<file path="src/rtl/timer_gen_if.sv">
// Control, status and capture bundle for timer_gen.
// The timer itself uses the slave view; whoever programs it uses the master view.
interface timer_gen_if #(
    parameter int CNT_W   = 32,
    parameter int PRE_W   = 8,
    parameter int TICK_W  = 20,
    parameter int NUM_CAP = 4
);
    logic                       clr;
    logic                       ena;
    logic                       one_shot;
    logic [PRE_W-1:0]           pre_div;
    logic [TICK_W-1:0]          tick_period;
    logic [NUM_CAP-1:0]         cap_evt;
    logic [NUM_CAP-1:0]         cap_ack;
    logic [CNT_W-1:0]           count;
    logic                       pulse_full;
    logic                       pulse_tick;
    logic                       done;
    logic [NUM_CAP*CNT_W-1:0]   cap_val;
    logic [NUM_CAP-1:0]         cap_vld;
    logic [NUM_CAP-1:0]         cap_ovr;

    modport master (
        output clr, ena, one_shot, pre_div, tick_period, cap_evt, cap_ack,
        input  count, pulse_full, pulse_tick, done, cap_val, cap_vld, cap_ovr
    );

    modport slave (
        input  clr, ena, one_shot, pre_div, tick_period, cap_evt, cap_ack,
        output count, pulse_full, pulse_tick, done, cap_val, cap_vld, cap_ovr
    );
endinterface

</file>
<file path="src/rtl/timer_gen.sv">
// Prescaled timebase with periodic/one-shot main counter, tick strobe and
// per-channel timestamp capture with valid/ack/overrun handshake.
module timer_gen #(
    parameter int CNT_W   = 32,
    parameter int PRE_W   = 8,
    parameter int TICK_W  = 20,
    parameter int NUM_CAP = 4
) (
    input  logic        clk,
    input  logic        rst,
    timer_gen_if.slave  bus
);
    logic [PRE_W-1:0]          pre_cnt;
    logic [TICK_W-1:0]         tick_cnt;
    logic [CNT_W-1:0]          count_p1;
    logic                      done_p1;
    logic                      full_p1;
    logic                      tick_p1;
    logic [NUM_CAP-1:0]        evt_d;
    logic [NUM_CAP-1:0]        evt_edge;
    logic [NUM_CAP*CNT_W-1:0]  cap_val_p1;
    logic [NUM_CAP-1:0]        cap_vld_p1;
    logic [NUM_CAP-1:0]        cap_ovr_p1;
    logic                      step;
    logic                      adv;
    logic                      at_max;

    // >= rather than == so that lowering pre_div/tick_period mid-run never strands the counters
    assign step     = bus.ena & (pre_cnt >= bus.pre_div);
    assign adv      = step & ~(bus.one_shot & done_p1);
    assign at_max   = (count_p1 == {CNT_W{1'b1}});
    assign evt_edge = bus.cap_evt & ~evt_d;

    // Stage p1: prescaler, main counter, tick counter and their strobes
    always_ff @(posedge clk or negedge rst) begin
        if (!rst) begin
            pre_cnt  <= '0;
            tick_cnt <= '0;
            count_p1 <= '0;
            done_p1  <= 1'b0;
            full_p1  <= 1'b0;
            tick_p1  <= 1'b0;
        end else if (bus.clr) begin
            pre_cnt  <= '0;
            tick_cnt <= '0;
            count_p1 <= '0;
            done_p1  <= 1'b0;
            full_p1  <= 1'b0;
            tick_p1  <= 1'b0;
        end else begin
            full_p1 <= 1'b0;
            tick_p1 <= 1'b0;
            if (bus.ena) begin
                pre_cnt <= step ? '0 : pre_cnt + 1'b1;
            end
            if (adv) begin
                if (at_max) begin
                    full_p1 <= 1'b1;
                    if (bus.one_shot) begin
                        done_p1 <= 1'b1;
                    end else begin
                        count_p1 <= '0;
                    end
                end else begin
                    count_p1 <= count_p1 + 1'b1;
                end
                if (tick_cnt >= bus.tick_period) begin
                    tick_cnt <= '0;
                    tick_p1  <= 1'b1;
                end else begin
                    tick_cnt <= tick_cnt + 1'b1;
                end
            end
        end
    end

    // Stage p1: capture; takes the count held during the sample cycle, independent of clr/ena
    always_ff @(posedge clk or negedge rst) begin
        if (!rst) begin
            evt_d      <= '0;
            cap_val_p1 <= '0;
            cap_vld_p1 <= '0;
            cap_ovr_p1 <= '0;
        end else begin
            evt_d <= bus.cap_evt;
            for (int i = 0; i < NUM_CAP; i++) begin
                if (evt_edge[i]) begin
                    if (!cap_vld_p1[i] || bus.cap_ack[i]) begin
                        cap_val_p1[i*CNT_W +: CNT_W] <= count_p1;
                        cap_vld_p1[i]                <= 1'b1;
                        cap_ovr_p1[i]                <= 1'b0;
                    end else begin
                        cap_ovr_p1[i] <= 1'b1;
                    end
                end else if (bus.cap_ack[i]) begin
                    cap_vld_p1[i] <= 1'b0;
                    cap_ovr_p1[i] <= 1'b0;
                end
            end
        end
    end

    assign bus.count      = count_p1;
    assign bus.pulse_full = full_p1;
    assign bus.pulse_tick = tick_p1;
    assign bus.done       = done_p1;
    assign bus.cap_val    = cap_val_p1;
    assign bus.cap_vld    = cap_vld_p1;
    assign bus.cap_ovr    = cap_ovr_p1;
endmodule

</file>
<file path="src/flat_wrapper.sv">
// flat-port wrapper written by rule: the top's interface ports become plain ports
module timer_gen_flat 
#(
    parameter int CNT_W   = 32,
    parameter int PRE_W   = 8,
    parameter int TICK_W  = 20,
    parameter int NUM_CAP = 4
)
  (clk, rst, bus_clr, bus_ena, bus_one_shot, bus_pre_div, bus_tick_period, bus_cap_evt, bus_cap_ack, bus_count, bus_pulse_full, bus_pulse_tick, bus_done, bus_cap_val, bus_cap_vld, bus_cap_ovr);
  timer_gen_if #(.CNT_W(CNT_W), .PRE_W(PRE_W), .TICK_W(TICK_W), .NUM_CAP(NUM_CAP)) bus_i ();
  input  logic clk;
  input  logic rst;
  input wire logic [$bits(bus_i.clr)-1:0] bus_clr;
  input wire logic [$bits(bus_i.ena)-1:0] bus_ena;
  input wire logic [$bits(bus_i.one_shot)-1:0] bus_one_shot;
  input wire logic [$bits(bus_i.pre_div)-1:0] bus_pre_div;
  input wire logic [$bits(bus_i.tick_period)-1:0] bus_tick_period;
  input wire logic [$bits(bus_i.cap_evt)-1:0] bus_cap_evt;
  input wire logic [$bits(bus_i.cap_ack)-1:0] bus_cap_ack;
  output wire logic [$bits(bus_i.count)-1:0] bus_count;
  output wire logic [$bits(bus_i.pulse_full)-1:0] bus_pulse_full;
  output wire logic [$bits(bus_i.pulse_tick)-1:0] bus_pulse_tick;
  output wire logic [$bits(bus_i.done)-1:0] bus_done;
  output wire logic [$bits(bus_i.cap_val)-1:0] bus_cap_val;
  output wire logic [$bits(bus_i.cap_vld)-1:0] bus_cap_vld;
  output wire logic [$bits(bus_i.cap_ovr)-1:0] bus_cap_ovr;
  assign bus_i.clr = bus_clr;
  assign bus_i.ena = bus_ena;
  assign bus_i.one_shot = bus_one_shot;
  assign bus_i.pre_div = bus_pre_div;
  assign bus_i.tick_period = bus_tick_period;
  assign bus_i.cap_evt = bus_cap_evt;
  assign bus_i.cap_ack = bus_cap_ack;
  assign bus_count = bus_i.count;
  assign bus_pulse_full = bus_i.pulse_full;
  assign bus_pulse_tick = bus_i.pulse_tick;
  assign bus_done = bus_i.done;
  assign bus_cap_val = bus_i.cap_val;
  assign bus_cap_vld = bus_i.cap_vld;
  assign bus_cap_ovr = bus_i.cap_ovr;
  timer_gen #(.CNT_W(CNT_W), .PRE_W(PRE_W), .TICK_W(TICK_W), .NUM_CAP(NUM_CAP)) u_core (.clk(clk), .rst(rst), .bus(bus_i));
endmodule
</file>
<file path="config.mk">
export PLATFORM = sky130hd
export DESIGN_NAME = timer_gen_flat
export DESIGN_NICKNAME = d
export VERILOG_FILES = /design/src/rtl/timer_gen_if.sv /design/src/rtl/timer_gen.sv /design/src/flat_wrapper.sv
export SDC_FILE = /design/constraint.sdc
export NUM_CORES = 1
export LEC_CHECK = 0
export ABC_AREA = 1
export CORE_MARGIN = 2
export CORE_UTILIZATION = 40
export CTS_BUF_LIST = sky130_fd_sc_hd__clkbuf_16
export CTS_CLUSTER_DIAMETER = 30
export DETAILED_ROUTE_END_ITERATION = 8
export PLACE_DENSITY = 0.71
export SETUP_SLACK_MARGIN = 0.1
export SYNTH_ARGS = -nofsm -noshare
export SYNTH_HDL_FRONTEND = slang
export SYNTH_SLANG_ARGS = --single-unit
export TNS_END_PERCENT = 10
</file>
<file path="constraint.sdc">
create_clock -name clk -period 4.6 [get_ports clk]
set_input_delay 0.46 -clock clk [delete_from_list [all_inputs] [get_ports clk]]
set_output_delay 0.46 -clock clk [all_outputs]
set_load 0.02 [all_outputs]
</file>
==> flow_summary.ini <==
[floorplan]
io_pins = 212
core_sq_um = 24200
fp-row-count = 57
start_util_pct = 40.4
die_area_sq_um = 25700
fp.dieH_um = 160
die_w_um = 160

[timing]
relSlewSlack_pct = 25.9
grt_setup_unrepaired = false
period_share_pct = 58.3
skew_ns = 0.0148
fmax_ghz = 0.373
setup-violations-final = 0
hold_slack_ns = 0.0785
worst_pin_slew_ns = 1.11
period_minus_slack_ns = 2.68
slew_viol_final = 0
hold_viol = 0
fin_setup_tns_ns = 0

[finish]
layout_common_cells = nand2_1 (402), clkdlybuf4s50_1 (210), dfrtp_1 (203)
area_delta_synth_final_pct = 39.7
n_antenna_cell = 0
mostFrequentLayoutCell = nand2_1
layout-drive-gt1-share_pct = 6.84
nets = 1485
utilization_pct = 56.5

[synth]
synth_top_cell_area_share_pct = 51.9
syn_area_per_cell_sq_um = 8.22
ys_warn_count = 0
synth_nets = 1262
yosys_register_bits = 203
ys_seq_area_share_pct = 51.9
syn_area_sq_um = 9780
synth_area_leaders = dfrtp_1 (52%), nand2_1 (16%), o21ai_0 (7.1%), inv_1 (4.8%), ha_1 (4.0%)
synth_top_area_cell = dfrtp_1
synth_cells = 1190
yosysUniqueCellTypes = 33

[clocking]
cts_tree = done
clkTransAtPathRegs_ns = 0.04
clock-sinks = 203
cts_max_path_buffers = 3
cts_buffers = 44
post-cts-setup-buffer-count = 0
cts_hold_buffers = 0
cts_resized = 0
htreeDepth = 2
worstSkewPairLatency_ns = 0.52
cts_root_buffer = clkbuf_16

[global_route]
grt_pass1_wl_um = 43500
grtUsageTotal_pct = 20.9
grt_pass1_vias = 8373
overflow = 0
grt_max_degree = 111
antenna_found_initial = 0

[route]
routed_wl_um = 26900
routed_via_density = 4.87
drtIter0Drc = 629
avgRoutedWirePerCell_um = 15.2
firstDrtPassIters = 5
drc = 0
ant_nets = 0
routed-via-count = 8632

[placed_design]
place_hpwl_um = 19100
finalWeightedCongestion = 0.908
io_buffers = 211

[power]
ir_drop_mv = 0.203
power_mw = 5.16
leakagePower_nw = 6.49
p_per_area_nw_per_um2 = 377

[setup_path]
worstPathArrival_ns = 3.13
critPathMaxFanout = 11
required_ns = 5.04
crit_path_end_kind = flop
r2r_start = u_core.tick_cnt[11]
start_kind = flop
critPathLaunch = u_core.tick_cnt[11]
crit_type = reg -> reg

[hold_path]
min_path_type = in -> async

[flow_run]
cap_viol_max_count = 0

[run_status]
outcome = finished clean
synthesized netlist by cell type (all sizes together):
| library cell | number |
|---|---|
| xor2 | 42 |
| inv | 130 |
| nor3 | 32 |
| ha | 31 |
| dfrtp | 203 |
| o21a | 1 |
| xnor2 | 3 |
| nand2 | 413 |
| a21o | 1 |
| a21oi | 10 |
| o21ai | 139 |
| nor2 | 84 |
| nand4 | 12 |
| clkbuf | 28 |
| clkinv | 1 |
| nor4 | 1 |
| buf | 9 |
| o21bai | 1 |
| nand3 | 45 |
| o211ai | 1 |
| o22ai | 3 |
per-layer routing:
metal  global-route usage [%]  vias to the layer above  wire length (um)
li1                         -                     4228                 -
met1                     27.3                     4039             11600
met2                     34.8                      302             12800
met3                     5.14                       63              1880
met4                     6.22                        0               576
met5                        0                        -                 0
path summary, 6_finish.rpt:
kind                       slack [ns]                     end  cells after the start
max                              1.92      u_core.tick_cnt[2]                      9
min                              0.08  u_core.bus.cap_val[89]                      1
max reg2reg                      1.92      u_core.tick_cnt[2]                      9
min reg2reg                      0.48  u_core.bus.cap_val[14]                      2
max in group asynchronous        3.54    u_core.bus.count[10]                      2
min in group clk                 0.42         u_core.evt_d[3]                      1
critical path: stages, from the launching register on:
cell and delay, ns:
dfrtp_1 0.47, ha_1 0.34, a21o_1 0.18, nor2_1 0.12
nand2_1 0.06, nand2_1 0.05, nand4_1 0.38, nor2_1 0.76
nand3_1 0.15, nand2_1 0.10
final cells by class:
cell class	instances	area [sq um]
Multi-Input combinational cell	819	4040
Fill cell	2145	10500
Clock buffer	45	1130
Inverter	131	492
Timing Repair Buffer	214	2140
Clock inverter	35	382
Tap cell	324	405
Sequential cell	203	5080
state kept, by name, indices dropped and copies added, names as in the netlist:
name                   count
u_core.bus.pulse_full      1
u_core.tick_cnt           20
u_core.bus.done            1
u_core.bus.pulse_tick      1
u_core.bus.count          32
u_core.evt_d               4
u_core.pre_cnt             8
u_core.bus.cap_vld         4
u_core.bus.cap_ovr         4
u_core.bus.cap_val       128
cells by family after synthesis:
logic type	Yosys count	share of synthesized area, %
adder cells (fa/ha/maj)	31	3.97
AND/OR/NAND/NOR	587	25.0
XOR/XNOR	45	4.03
buffers and inverters	168	6.88
flip-flops	203	51.9
AO/OA/AOI/OAI	156	8.16
stage by stage:
step / instance area, sq um / setup WS (ns) / std cells
final: 13700 / 1.92 / 1771
after global routing: 13700 / 1.64 / 1771
after CTS: 13700 / 1.95 / 1771
after detailed placement: 12200 / 1.46 / 1691
after global placement: 12200 / 1.58 / 1691
after floorplan: 9780 / 2.72 / 1190
where the power goes:
part	switching, mW	total (mW)	leakage [nW]	internal (mW)
Combinational	0.129	0.188	2.92	0.0589
Clock	0.958	3.16	0.752	2.20
Sequential	0.00501	1.81	2.82	1.80
(Power assumes the default switching activity.)
